File: src/rtl/seq_sender_pkg.sv
// ---------------------------------------------------------------------------
// seq_sender_pkg
// Shared definitions for the queued digit sender:
//   - state_t          : sender state encoding (IDLE / SEND / GAP)
//   - BOARD_*_CYCLES   : default strobe-high / strobe-low lengths for the
//                        12 MHz board (100 ms each)
//   - digit_is_encodable : whether a digit maps to its own code on a bus of
//                        the given width (the all-ones code is reserved)
//   - buzz_tap         : counter bit that drives the buzzer for a digit
// ---------------------------------------------------------------------------
package seq_sender_pkg;

    typedef enum logic [1:0] {
        IDLE = 2'd0,
        SEND = 2'd1,
        GAP  = 2'd2
    } state_t;

    localparam int unsigned BOARD_HOLD_CYCLES = 32'd1200000;
    localparam int unsigned BOARD_GAP_CYCLES  = 32'd1200000;

    // Digits at or above the all-ones code of the bus cannot be sent as-is
    // and are transmitted as zero instead.
    function automatic logic digit_is_encodable(input int unsigned digit,
                                                input int unsigned data_w);
        longint unsigned limit;
        limit = (64'd1 << data_w) - 64'd1;
        return (64'(digit) < limit);
    endfunction

    // Higher digits use a slower-toggling counter bit; the tap can never run
    // past the top bit of the phase counter.
    function automatic int unsigned buzz_tap(input int unsigned digit,
                                             input int unsigned tone_base,
                                             input int unsigned cnt_w);
        int unsigned tap;
        tap = digit + tone_base;
        if (tap > cnt_w - 1) begin
            tap = cnt_w - 1;
        end
        return tap;
    endfunction

endpackage

File: src/rtl/seq_digit_sender_sync_fifo.sv
// ---------------------------------------------------------------------------
// sync_fifo
// Single-clock FIFO holding queued digits for the sender.
//   hwclk, rst   : clock and asynchronous active-high reset
//   flush        : empties the FIFO; overrides push and pop in the same cycle
//   push, din    : write din when not full (push while full is ignored)
//   pop          : advance the read pointer when not empty
//   head         : entry at the read pointer (valid while !empty)
//   full, empty  : occupancy flags from the registered level
//   level        : number of stored entries, 0..DEPTH
// ---------------------------------------------------------------------------
module sync_fifo #(
    parameter int unsigned WIDTH = 4,
    parameter int unsigned DEPTH = 8
) (
    input  logic                       hwclk,
    input  logic                       rst,
    input  logic                       flush,
    input  logic                       push,
    input  logic [WIDTH-1:0]           din,
    input  logic                       pop,
    output logic [WIDTH-1:0]           head,
    output logic                       full,
    output logic                       empty,
    output logic [$clog2(DEPTH):0]     level
);

    localparam int unsigned PTR_W = $clog2(DEPTH);
    localparam int unsigned LVL_W = PTR_W + 1;

    logic [WIDTH-1:0] mem [DEPTH];
    logic [PTR_W-1:0] wr_ptr_q, wr_ptr_d;
    logic [PTR_W-1:0] rd_ptr_q, rd_ptr_d;
    logic [LVL_W-1:0] level_q, level_d;
    logic             do_write;
    logic             do_read;

    assign full  = (level_q == LVL_W'(DEPTH));
    assign empty = (level_q == '0);
    assign level = level_q;
    assign head  = mem[rd_ptr_q];

    // Full/empty are judged on the registered level, so a push into a full
    // FIFO is rejected even when a pop frees a slot in the same cycle.
    assign do_write = push && !full && !flush;
    assign do_read  = pop && !empty && !flush;

    // Pointers wrap naturally because DEPTH is a power of two.
    always_comb begin
        wr_ptr_d = wr_ptr_q;
        rd_ptr_d = rd_ptr_q;
        level_d  = level_q;
        if (flush) begin
            wr_ptr_d = '0;
            rd_ptr_d = '0;
            level_d  = '0;
        end else begin
            if (do_write) begin
                wr_ptr_d = wr_ptr_q + PTR_W'(1);
            end
            if (do_read) begin
                rd_ptr_d = rd_ptr_q + PTR_W'(1);
            end
            case ({do_write, do_read})
                2'b10:   level_d = level_q + LVL_W'(1);
                2'b01:   level_d = level_q - LVL_W'(1);
                default: level_d = level_q;
            endcase
        end
    end

    always_ff @(posedge hwclk or posedge rst) begin
        if (rst) begin
            wr_ptr_q <= '0;
            rd_ptr_q <= '0;
            level_q  <= '0;
        end else begin
            wr_ptr_q <= wr_ptr_d;
            rd_ptr_q <= rd_ptr_d;
            level_q  <= level_d;
        end
    end

    // Storage needs no reset: nothing is read from it until it is written.
    always_ff @(posedge hwclk) begin
        if (do_write) begin
            mem[wr_ptr_q] <= din;
        end
    end

endmodule

File: src/rtl/seq_digit_sender.sv
// ---------------------------------------------------------------------------
// seq_digit_sender
// Queues up to DEPTH digits from the keypad logic and sends them back to back
// to the Arduino as framed symbols: strobe high for HOLD_CYCLES with the code
// on data_out, then strobe low for GAP_CYCLES with the code still held.
// A buzzer tone, selected per digit, plays while strobe is high.
//   hwclk, rst   : clock and asynchronous active-high reset
//   enable       : transmit permission; low aborts, flushes and clears overflow
//   push/push_num: enqueue a digit; push_ready shows the queue is not full
//   data_out     : encoded symbol (0 for digits that cannot be encoded)
//   strobe       : symbol-valid line, high only in SEND
//   active       : high in SEND or GAP
//   done         : one-cycle pulse after the last queued symbol's gap
//   overflow     : sticky, a push was attempted while the queue was full
//   buzz         : strobe AND phase-counter bit for the current digit
//   level        : queue occupancy
// ---------------------------------------------------------------------------
module seq_digit_sender
    import seq_sender_pkg::*;
#(
    parameter int unsigned NUM_W       = 4,
    parameter int unsigned DATA_W      = 3,
    parameter int unsigned DEPTH       = 8,
    parameter int unsigned HOLD_CYCLES = BOARD_HOLD_CYCLES,
    parameter int unsigned GAP_CYCLES  = BOARD_GAP_CYCLES,
    parameter int unsigned TONE_BASE   = 9,
    parameter int unsigned CNT_W       = 32
) (
    input  logic                     hwclk,
    input  logic                     rst,
    input  logic                     enable,
    input  logic                     push,
    input  logic [NUM_W-1:0]         push_num,
    output logic                     push_ready,
    output logic [DATA_W-1:0]        data_out,
    output logic                     strobe,
    output logic                     active,
    output logic                     done,
    output logic                     overflow,
    output logic                     buzz,
    output logic [$clog2(DEPTH):0]   level
);

    localparam int unsigned TAP_W = $clog2(CNT_W);

    state_t             state_q, state_d;
    logic [CNT_W-1:0]   counter_q, counter_d;
    logic [DATA_W-1:0]  code_q, code_d;
    logic [TAP_W-1:0]   tap_q, tap_d;
    logic               done_q, done_d;
    logic               overflow_q, overflow_d;

    logic               fifo_pop;
    logic               fifo_flush;
    logic               fifo_full;
    logic               fifo_empty;
    logic [NUM_W-1:0]   fifo_head;
    logic               hold_last;
    logic               gap_last;
    logic [DATA_W-1:0]  head_code;
    logic [TAP_W-1:0]   head_tap;

    sync_fifo #(
        .WIDTH (NUM_W),
        .DEPTH (DEPTH)
    ) u_fifo (
        .hwclk (hwclk),
        .rst   (rst),
        .flush (fifo_flush),
        .push  (push),
        .din   (push_num),
        .pop   (fifo_pop),
        .head  (fifo_head),
        .full  (fifo_full),
        .empty (fifo_empty),
        .level (level)
    );

    assign hold_last = (counter_q == CNT_W'(HOLD_CYCLES - 1));
    assign gap_last  = (counter_q == CNT_W'(GAP_CYCLES - 1));

    assign head_code = digit_is_encodable(32'(fifo_head), DATA_W) ? DATA_W'(fifo_head) : '0;
    assign head_tap  = TAP_W'(buzz_tap(32'(fifo_head), TONE_BASE, CNT_W));

    // Next-state logic. Dropping enable wins over everything: the queue is
    // flushed (which also discards a same-cycle push), overflow clears and the
    // sender returns to IDLE without a done pulse. A gap that ends with more
    // digits queued pops straight into the next SEND so frames abut.
    always_comb begin
        state_d    = state_q;
        counter_d  = counter_q;
        code_d     = code_q;
        tap_d      = tap_q;
        done_d     = 1'b0;
        overflow_d = overflow_q;
        fifo_pop   = 1'b0;
        fifo_flush = 1'b0;

        if (!enable) begin
            state_d    = IDLE;
            counter_d  = '0;
            code_d     = '0;
            overflow_d = 1'b0;
            fifo_flush = 1'b1;
        end else begin
            if (push && fifo_full) begin
                overflow_d = 1'b1;
            end
            case (state_q)
                IDLE: begin
                    if (!fifo_empty) begin
                        fifo_pop  = 1'b1;
                        counter_d = '0;
                        state_d   = SEND;
                    end
                end
                SEND: begin
                    if (hold_last) begin
                        counter_d = '0;
                        state_d   = GAP;
                    end else begin
                        counter_d = counter_q + CNT_W'(1);
                    end
                end
                GAP: begin
                    if (gap_last) begin
                        counter_d = '0;
                        if (!fifo_empty) begin
                            fifo_pop = 1'b1;
                            state_d  = SEND;
                        end else begin
                            done_d  = 1'b1;
                            state_d = IDLE;
                        end
                    end else begin
                        counter_d = counter_q + CNT_W'(1);
                    end
                end
                default: begin
                    counter_d = '0;
                    state_d   = IDLE;
                end
            endcase
        end

        if (fifo_pop) begin
            code_d = head_code;
            tap_d  = head_tap;
        end
    end

    always_ff @(posedge hwclk or posedge rst) begin
        if (rst) begin
            state_q    <= IDLE;
            counter_q  <= '0;
            code_q     <= '0;
            tap_q      <= '0;
            done_q     <= 1'b0;
            overflow_q <= 1'b0;
        end else begin
            state_q    <= state_d;
            counter_q  <= counter_d;
            code_q     <= code_d;
            tap_q      <= tap_d;
            done_q     <= done_d;
            overflow_q <= overflow_d;
        end
    end

    // data_out is forced to zero in IDLE, so the held code needs no clearing
    // when a sequence completes.
    assign strobe     = (state_q == SEND);
    assign active     = (state_q != IDLE);
    assign data_out   = active ? code_q : '0;
    assign buzz       = strobe && counter_q[tap_q];
    assign done       = done_q;
    assign overflow   = overflow_q;
    assign push_ready = !fifo_full;

endmodule

File: config.mk
export PLATFORM = sky130hd
export DESIGN_NAME = seq_digit_sender
export DESIGN_NICKNAME = d
export VERILOG_FILES = /design/src/rtl/seq_sender_pkg.sv /design/src/rtl/seq_digit_sender_sync_fifo.sv /design/src/rtl/seq_digit_sender.sv
export SDC_FILE = /design/constraint.sdc
export NUM_CORES = 1
export LEC_CHECK = 0
export CAP_MARGIN = 20
export CORE_MARGIN = 4
export CORE_UTILIZATION = 55
export CTS_CLUSTER_DIAMETER = 200
export DETAILED_ROUTE_END_ITERATION = 16
export GPL_TIMING_DRIVEN = 0
export HOLD_SLACK_MARGIN = 0.12
export PLACE_DENSITY_LB_ADDON = 0.2
export SLEW_MARGIN = 25
export SYNTH_ARGS = -nofsm -noshare
export SYNTH_HDL_FRONTEND = slang
export SYNTH_SLANG_ARGS = --single-unit
File: constraint.sdc
create_clock -name hwclk -period 3.9 [get_ports hwclk]
set_clock_uncertainty 0.2 [all_clocks]
set_input_delay 0.78 -clock hwclk [delete_from_list [all_inputs] [get_ports hwclk]]
set_output_delay 0.78 -clock hwclk [all_outputs]
set_load 0.005 [all_outputs]
After elaboration in Yosys (flattened, before gate mapping) --
Memories as Yosys holds them, arrays and structs flattened. Index checks and enable logic that the tools add are counted.
Operators by class: reduce and logical (&&, ||, !) cells 13, magnitude comparators 3, muxes and demuxes 35, add/subtract/negate cells 6, equal/unequal tests 14
Operators with widths (count):
- $mux W32 | 3
- $pmux W32 S2 | 1
- $add A32 B1 Y32 const B | 1
- $eq A32 B21 Y1 const B | 1
- $mux W3 | 8
- $mux W1 | 13
- $mux W2 | 4
- $ne A2 B1 Y1 const B | 4
- $pmux W4 S2 | 1
- $add A3 B1 Y3 const B | 2
- $logic_and A1 B1 Y1 | 6
- $lt A5 B6 Y1 const B | 1
- $ne A3 B3 Y1 const B | 2
- $pmux W2 S3 | 1
- $add A4 B4 Y5 const B | 1
- $bmux W1 S5 | 1
- $gt A5 B5 Y1 const B | 1
- $mux W5 | 1
- $add A4 B1 Y4 const B | 1
- $eq A2 B1 Y1 const B | 2
- $eq A2 B2 Y1 const B | 2
- $eq A4 B4 Y1 const B | 1
- $logic_not A4 Y1 | 1
- $lt A4 B3 Y1 const B | 1
- other kinds (10) | 11
Storage, ports and cells: memories 1, bits in registers 54, RAM bits 32, output and inout bits 13, bits of input ports 8
Memory list:
- u_fifo.mem | depth 8, bits a word 4, rd ports 1, clocked after memory_dff 0, write ports 1, line seq_digit_sender_sync_fifo.sv:31 | logic [WIDTH-1:0] mem [DEPTH];

Depth between registers and ports, before layout --
Gate-level depths: netlist of the first run.
depth after elaboration 10, depth in mapped cells 12, gate-level depth less buffers 12

Hierarchy --
From an unflattened synthesis of the first run, not the netlist that was laid out.
Second synthesis, totals: cells, all modules 396, area total of the unflattened synthesis 4679.5 µm²
By module, submodules not included:
- seq_digit_sender | seq. area each 1101.1 µm², area an instance 2750.1 µm², times used 1, cells an instance 272
- sync_fifo | seq. area each 1211.2 µm², area an instance 1929.4 µm², times used 1, cells an instance 124

Worst setup path after synthesis of the first run --
No wires, ideal clock.
kind register -> register, start point reg counter_q[0], end point reg u_fifo.level_q[2] (netlist: u_fifo.level[2]), arrival 2780 ps, required time 3576 ps, period minus slack after synthesis 3104 ps, setup slack 796 ps, cell stages (with the launch flop) 12, cell sequence dfrtp_1 > ha_1 > and3_1 > nand3_1 > or4_4 > a21oi_4 > xor2_1 > ha_1 > nand2b_1 > nor2_1 > a22o_1 > a211o_1
On the way: cells in the longest elaborated chain, start to end 9, elaborated cells between the ends (all ways) 11, those cells by class eq/ne (4); mux (5); reduce/logical (2)
RTL lines:
- from (decl) | line seq_digit_sender.sv:47 | logic [CNT_W-1:0] counter_q, counter_d;
- from (signal assigned) | line seq_digit_sender.sv:162 | counter_q <= counter_d;
- $eq A32 B21 Y1 * | line seq_digit_sender.sv:80 | assign gap_last = (counter_q == CNT_W'(GAP_CYCLES - 1));
- $mux W1 * | line seq_digit_sender.sv:126 | if (gap_last) begin
- $pmux W1 S2 * | line seq_digit_sender.sv:109 | case (state_q)
- $mux W1 * | line seq_digit_sender.sv:99 | if (!enable) begin
- $logic_and A1 B1 Y1 * (2 in series) | line seq_digit_sender_sync_fifo.sv:46 | assign do_read = pop && !empty && !flush;
- $eq A2 B1 Y1 or $eq A2 B2 Y1 (tied branches) | line seq_digit_sender_sync_fifo.sv:64 | case ({do_write, do_read})
- $pmux W4 S2 | line seq_digit_sender_sync_fifo.sv:64
- $mux W4 | line seq_digit_sender_sync_fifo.sv:53 | if (flush) begin
- to (signal assigned) | line seq_digit_sender_sync_fifo.sv:80 | level_q <= level_d;
- to (decl) | line seq_digit_sender_sync_fifo.sv:34 | logic [LVL_W-1:0] level_q, level_d;
Mark *: on every way between the ends. The rest lies on a longest branch, timed or not. A chain may end at the register's enable or synchronous reset.

Worst setup path in the final report of the first run --
start point reg tap_q[1], end point out buzz
On the way: cells in the longest elaborated chain, start to end 3
RTL lines:
- from (decl) | line seq_digit_sender.sv:49 | logic [TAP_W-1:0] tap_q, tap_d;
- from (signal assigned) | line seq_digit_sender.sv:164 | tap_q <= tap_d;
- $bmux W1 S5 | line seq_digit_sender.sv:175 | assign buzz = strobe && counter_q[tap_q];
- $mux W1 (not written as such) | line seq_digit_sender.sv:175
- $logic_and A1 B1 Y1 | line seq_digit_sender.sv:175
- to (decl) | line seq_digit_sender.sv:40 | output logic buzz,
Every way passes these cells. The select of a mux whose other input is x is not followed.

==> metrics.md, run 1 <==
| Metric | Value |
|---|---|
| Status | `finished clean` |
| Largest net degree at the start of global routing | `55` |
| Antenna violations before repair | `0` |
| Worst-path fanout max | `9` |
| Worst r2r path cells | `11` |
| Vias in the first global route | `between 3k and 4k` |
| Sequential fraction of the synthesis area | `50.8%` |
| Sequential power share | `44.2%` |
| Layout cells sized above 1 | `12.6%` |
| Hold_sp | `code_q[2]` |
| Mean area per synthesized cell | `11.6 sq um` |
| Yosys top cell area share | `29.7%` |
| Routed Antenna Nets | `0` |
| CTS Root Cell | `clkbuf_8` |
| Final Slew Violations | `0` |
| CP arrival | `2.70 ns` |
| P_int | `1630 uW` |
| Iter 0 DRT Violations | `187` |
| Worst setup EP type | `primary output` |
| Drc violations | `0` |
| Initial Util | `57.7%` |
| Yosys cell types | `57` |
| Cts bufs inserted | `9` |
| Post-synthesis xor/xnor area fraction | `6.16%` |
| Wirelength per Cell | `between 15 and 20 um` |
| Hold path cells | `1` |
| GPL Wtd Cong | `0.849` |
| Critical Path RT | `2.92 ns` |
| Commonest cells post-synth | `dfrtp_1, nor2_1, nand2_1` |
| Synthesis-stage register bit count | `86` |
| Mapped Nets | `412` |
| Most used DFF post-synth | `dfrtp_1` |
| Hold path endpoint | `code_q[2]` |
| PwrDens | `500 nW/um^2` |
| Most common cell in the synthesized netlist | `dfrtp_1` |
| Clk sinks | `86` |
| CTS clk-pin slew, worst paths | `0.09 ns` |
| Die X | `99.0 um` |
| FMAX | `272 MHz` |
| Post-synth EDFFs | `32` |
| P&R area growth vs syn | `11.7%` |
| Sw Share | `a little over a third` |
| Detailed Routing Iterations Pass 1 | `4` |
| Via density | `5.77` |
| Area of the mapped netlist | `4550 sq um` |
| Nets@finish | `442` |
| Max Cap Viol | `0` |
| Clock power frac | `about a quarter` |
| Hold Crit Class | `reg -> reg` |
| Area of the multi-input gates | `2150 sq um` |
| Aggregate global-route resource usage | `roughly a fifth` |
| Top Ports | `21` |
| Crit path launch | `tap_q[1]` |
| Dominant cell type by area after synthesis | `dfrtp_1` |
| Die height | `99.0 um` |
| Combinational family with the most area after synthesis | `simple AND/OR/NAND/NOR gates` |
| Crit share post-route | `94.2%` |
| Synth Area in Adders | `under 10%` |
| Cell leakage power | `0.00194 uW` |
| R2R Path Start | `counter_q[0]` |
| Fillers | `594` |
| Post-Synth Simple-Gate Area | `19.1%` |
| Final global-route overflow total | `0` |
| Synth Area in Compound Gates | `6.49%` |
| ANT cells | `0` |
| WHS | `0.328 ns` |
| TNS Setup | `0 ns` |
| Gate power share | `31.6%` |
| Relative slew slack | `45.7%` |
| Crit path time final | `3.68 ns` |
| Register Area | `2310 sq um` |
| Routed WL | `9.11 mm` |
| Clk buf depth | `2` |
| First-pass GRT wire length | `~16 mm` |
| Die area | `~9800 sq um` |
| Std cell rows | `32` |
| Setup Fix Bufs, Post-CTS | `0` |
| TritonCTS clock tree | `yes` |
| Multiplexer share of the synthesized area | `12.0%` |
| P_sw | `915 uW` |
| WS Path Type | `reg -> out` |
| VDD IR max | `roughly 320 uV` |
| Ranking of synthesized cells by area | `dfrtp_1, edfxtp_1, mux4_2` |
| Final hold violation count | `0` |
| Hold_buf cts | `0` |
| Vias | `3051` |
| Slew @ Worst Pin | `0.802 ns` |
| CP Launch Type | `register` |
| Finish-stage setup viols | `0` |
| Asr flop ratio synth | `about 63%` |
| Synth Instances | `roughly 390` |
| IO buf count | `20` |
| RSZ-0062 raised after global routing | `no` |
| HPWL Detailed | `6.65 mm` |
| Htree depth | `3` |
| Worst-skew pair later-pin latency | `0.36 ns` |
| Syn. warnings | `0` |
| Core Area | `7890 sq um` |
| R2R Setup Slk | `around 0.36 ns` |
| R2R Path End | `u_fifo.level[2]` |
cells in the final DEF (no fill, tap or decap), types with 5 or more instances in the layout:
master / count
clkbuf_8: 9
nor3_1: 12
inv_1: 8
mux2i_1: 12
a21oi_1: 8
and2_1: 5
nand4_1: 5
xnor2_1: 19
nand3_1: 15
mux4_2: 18
ha_1: 12
nand2_1: 34
and4_1: 5
dfrtp_1: 53
edfxtp_1: 32
clkdlybuf4s50_1: 20
clkbuf_1: 9
o21ai_1: 5
nor2b_1: 10
xor2_1: 13
nor2_1: 50
o21ai_0: 8
worst max-delay path: stages (launching register included):
cell	delay [ns]
dfrtp_1	0.33
clkbuf_1	0.44
mux4_2	0.42
mux4_2	0.48
mux2i_1	0.14
nor2b_1	0.08
clkdlybuf4s50_1	0.45
layout make-up:
type | instances | share of cell area [%]
well taps | 102 | 2.51
clock inverters | 7 | 1.45
repair buffers | 20 | 3.94
clock buffers | 9 | 2.44
plain buffers | 12 | 0.960
flip-flops and latches | 86 | 45.5
multi-input cells | 281 | 42.3
inverters | 12 | 0.935
metal layers:
metal  GRT usage (%)  part of all wire, %  vias up
met5               0                    0        -
met4            6.51                  1.4        0
met3            3.82                  3.0        9
met2            34.2                   51       54
met1            26.1                   44     1503
li1                -                    -     1485
power groups by stage:
stage,clock [uW],combinational [uW],sequential [uW]
2_1_floorplan,0,612,1090
3_3_place_gp,0,809,1110
3_5_place_dp,0,838,1110
4_1_cts,629,810,1120
5_1_grt,668,892,1140
6_report,615,802,1120
stage by stage:
step | total power, uW | util [%] | instance area (sq um) | std cells | setup slack (ns)
5_1_grt | 2700 | 64.5 | 5080 | 529 | 0.0808
3_3_place_gp | 1920 | 61.9 | 4880 | 514 | 0.192
2_1_floorplan | 1700 | - | 4550 | 392 | 0.796
3_5_place_dp | 1950 | 61.9 | 4880 | 514 | 0.184
4_1_cts | 2560 | 64.4 | 5080 | 529 | 0.0407
6_report | 2540 | 64.5 | 5080 | 529 | 0.224
what timing repair did:
item                                   4_1_cts  5_1_grt
resized for setup                            0        1
pin swaps                                    0        0
endpoints found under the hold margin        0        0
setup endpoints to repair                    1        1
worst max-delay path by stage:
| stage | endpoint | depth (start not counted) |
|---|---|---|
| final | buzz | 6 |
| after global routing | buzz | 6 |
| after CTS | buzz | 5 |
| after detailed placement | u_fifo.mem[4][1] | 5 |
| after global placement | u_fifo.mem[4][1] | 5 |
| after floorplan | u_fifo.level[2] | 11 |
registers in the layout, summed over array words and instances (netlist names):
register	cells
tap_q	5
u_fifo.level	4
u_fifo.wr_ptr_q	3
u_fifo.rd_ptr_q	3
counter_q	32
u_fifo.mem	32
state_q	2
done	1
code_q	3
overflow	1
kinds of logic (layout without fill, tap and decap cells):
group / after synthesis / count (layout)
AOI/OAI and AO/OA: 43 / 43
DFF: 86 / 86
and+or+nand+nor: 162 / 162
muxes: 32 / 32
buffers and inverters: 25 / 60
adders and majority gates: 12 / 12
xor gates and xnor gates: 32 / 32
Power figures use the tool's default switching activity.
==> run 2: changes to the inputs <==
--- a/config.mk
+++ b/config.mk
@@ -11,7 +11,6 @@
 export CTS_CLUSTER_DIAMETER = 200
 export DETAILED_ROUTE_END_ITERATION = 16
 export GPL_TIMING_DRIVEN = 0
-export HOLD_SLACK_MARGIN = 0.12
 export PLACE_DENSITY_LB_ADDON = 0.2
 export SLEW_MARGIN = 25
 export SYNTH_ARGS = -nofsm -noshare
==> results of run 2 <==
Same layout as run 1: the final DEF is identical, and so are final timing and power.
==> run 3: changes to the inputs <==
--- a/config.mk
+++ b/config.mk
@@ -11,8 +11,11 @@
 export CTS_CLUSTER_DIAMETER = 200
 export DETAILED_ROUTE_END_ITERATION = 16
 export GPL_TIMING_DRIVEN = 0
+export HOLD_SLACK_MARGIN = 0.03
 export PLACE_DENSITY_LB_ADDON = 0.2
+export SETUP_SLACK_MARGIN = 0.15
 export SLEW_MARGIN = 25
 export SYNTH_ARGS = -nofsm -noshare
 export SYNTH_HDL_FRONTEND = slang
 export SYNTH_SLANG_ARGS = --single-unit
+export TNS_END_PERCENT = 100
==> run 3 against run 2 <==
Effect of this change:
- critical path type unchanged
- final cell count rose by 0.19%
- global-route usage did not move
- flip-flop and latch count did not move
- highest routed layer unchanged
- routed wire length fell by 0.41%
- sequential share of layout area fell by 0.092 points
- first-iteration DRC count fell by 5.9%
- hold slack barely moved
- power rose by 0.24%
- utilization rose by 0.095 points
- maximum frequency rose by 1.8%
- largest power group unchanged
- setup slack improved by 0.066 ns
==> metrics.md, run 3 (synthesis gave the netlist of run 1 again) <==
| Metric | Value |
|---|---|
| CP Launch Type | `register` |
| Hold Crit Class | `reg -> reg` |
| TritonCTS clock tree | `yes` |
| P&R area growth vs syn | `11.8%` |
| First-pass GRT wire length | `15.7 mm` |
| Crit-path max cell delay | `about 0.56 ns` |
| FMAX | `277 MHz` |
| ANT cells | `0` |
| Nets@finish | `roughly 440` |
| Top cell by count, worst path | `mux4_2` |
| Largest net degree at the start of global routing | `55` |
| Top Ports | `21` |
| CP arrival | `2.63 ns` |
| Final hold violation count | `0` |
| WS Path Type | `reg -> out` |
| Most frequent cells in the layout | `dfrtp_1, nor2_1, nand2_1, edfxtp_1, clkdlybuf4s50_1` |
| Util after Layout | `64.6%` |
| Worst-skew pair later-pin latency | `between 0.3 and 0.4 ns` |
| HPWL Detailed | `6.65 mm` |
| Crit share post-route | `between 90% and 100%` |
| Crit path time final | `3.61 ns` |
| Relative slew slack | `46.1%` |
| Htree depth | `3` |
| Hold_buf cts | `0` |
| Final Slew Violations | `0` |
| Vias | `about 3.1k` |
| Antenna violations before repair | `0` |
| Initial Util | `between 50 and 60%` |
| Layout cells sized above 1 | `12.9%` |
| Clk buf depth | `2` |
| Wirelength per Cell | `around 17 um` |
| Max Cap Viol | `0` |
| TNS Setup | `0 ns` |
| IO buf count | `20` |
| Top Registers | `counter_q: 32 flops, u_fifo.mem: 32 flops, tap_q: 5 flops` |
| Core Area | `7890 sq um` |
| Clk sinks | `86` |
| Std cell rows | `32` |
| Die height | `roughly 100 um` |
| Status | `finished clean` |
| CTS Root Cell | `clkbuf_8` |
| Die area | `9800 sq um` |
| Cell leakage power | `0.00195 uW` |
| GPL Wtd Cong | `0.849` |
| Worst-path fanout max | `9` |
| Aggregate global-route resource usage | `20.2%` |
| Detailed Routing Iterations Pass 1 | `4` |
| Drc violations | `0` |
| Final global-route overflow total | `0` |
| Worst setup EP type | `primary output` |
| Routed Antenna Nets | `0` |
| Iter 0 DRT Violations | `176` |
| CP Cell Sequence | `clkbuf_4 > mux4_2 > mux4_2 > mux2i_1 > nor2b_1 > clkdlybuf4s50_1` |
| Cts bufs inserted | `9` |
| Vias in the first global route | `3164` |
| VDD IR max | `roughly 320 uV` |
| Most common cell after layout, fill and taps aside | `dfrtp_1` |
| Slew @ Worst Pin | `0.796 ns` |
| CP max stage cell | `mux4_2` |
| Critical Path RT | `2.92 ns` |
| Finish-stage setup viols | `0` |
| CTS clk-pin slew, worst paths | `0.09 ns` |
| RSZ-0062 raised after global routing | `no` |
| Via density | `5.76` |
| Routed WL | `9.08 mm` |
| PwrDens | `about 500 nW/um^2` |
| Die X | `99.0 um` |
| Setup Fix Bufs, Post-CTS | `0` |
[run 3: cell count changes in the layout (fill, tap and decap cells not counted)]
| cell | previous run | this run |
|---|---|---|
| clkbuf_2 | 0 | 1 |
| dfrtp_2 | 1 | 0 |
| clkbuf_4 | 0 | 1 |
| clkbuf_1 | 9 | 8 |
| dfrtp_1 | 53 | 54 |
[run 3: layout make-up]
cell class                 instances  area [sq um]
clock inverter                     7          73.8
clock buffer                       9           124
timing repair buffer              20           200
fill                             592          2800
buffer                            13          57.6
sequential                        86          2310
multi-input combinational        281          2150
inverter                          12          47.5
tap                              102           128
[run 3: worst max-delay path, delay by kind of cell, from the launching register on]
kind / cells / cell delay, ns
and+or+nand+nor: 1 / 0.08
DFF: 1 / 0.33
buffers and inverters: 2 / 0.69
muxes: 3 / 1.18
[run 3: through the flow]
| step | std cells | instance area, sq um | setup WS (ns) | power (uW) | hold slack (ns) |
|---|---|---|---|---|---|
| 2_1_floorplan | 392 | 4550 | 0.796 | 1700 | 0.277 |
| 3_3_place_gp | 514 | 4880 | 0.192 | 1920 | 0.300 |
| 3_5_place_dp | 514 | 4880 | 0.184 | 1950 | 0.311 |
| 4_1_cts | 530 | 5080 | 0.189 | 2570 | 0.333 |
| 5_1_grt | 530 | 5090 | 0.187 | 2710 | 0.368 |
| 6_report | 530 | 5090 | 0.291 | 2550 | 0.328 |
[run 3: power breakdown]
group          total (uW)  internal (uW)  leakage (uW)  switching [uW]
combinational         835            364      0.000825             471
clock                 614            252      0.000101             362
sequential           1100           1020       0.00102            81.0
[run 3: path summary, 6_finish.rpt]
check	startpoint	to	slack, ns	cells past startpoint
setup / recovery	tap_q[0]	buzz	0.29	6
hold / removal	code_q[2]	code_q[2]	0.33	1
setup reg to reg	counter_q[0]	u_fifo.level[2]	0.36	11
hold reg to reg	code_q[2]	code_q[2]	0.33	1
max in group asynchronous	rst	overflow	2.39	2
min in group asynchronous	rst	counter_q[5]	0.68	2
[run 3: metal layers]
metal / global-route usage, % / vias to the layer above / part of all wire [%]
met2: 34.1 / 47 / 51
li1: - / 1485 / -
met5: 0 / - / 0
met3: 3.82 / 12 / 3.0
met4: 6.51 / 0 / 1.6
met1: 26.2 / 1510 / 44
[run 3: what timing repair did]
| item | in CTS | in global routing |
|---|---|---|
| endpoints found under the setup margin | 1 | 1 |
| gates resized for setup | 2 | 2 |
| endpoints found under the hold margin | 0 | 0 |
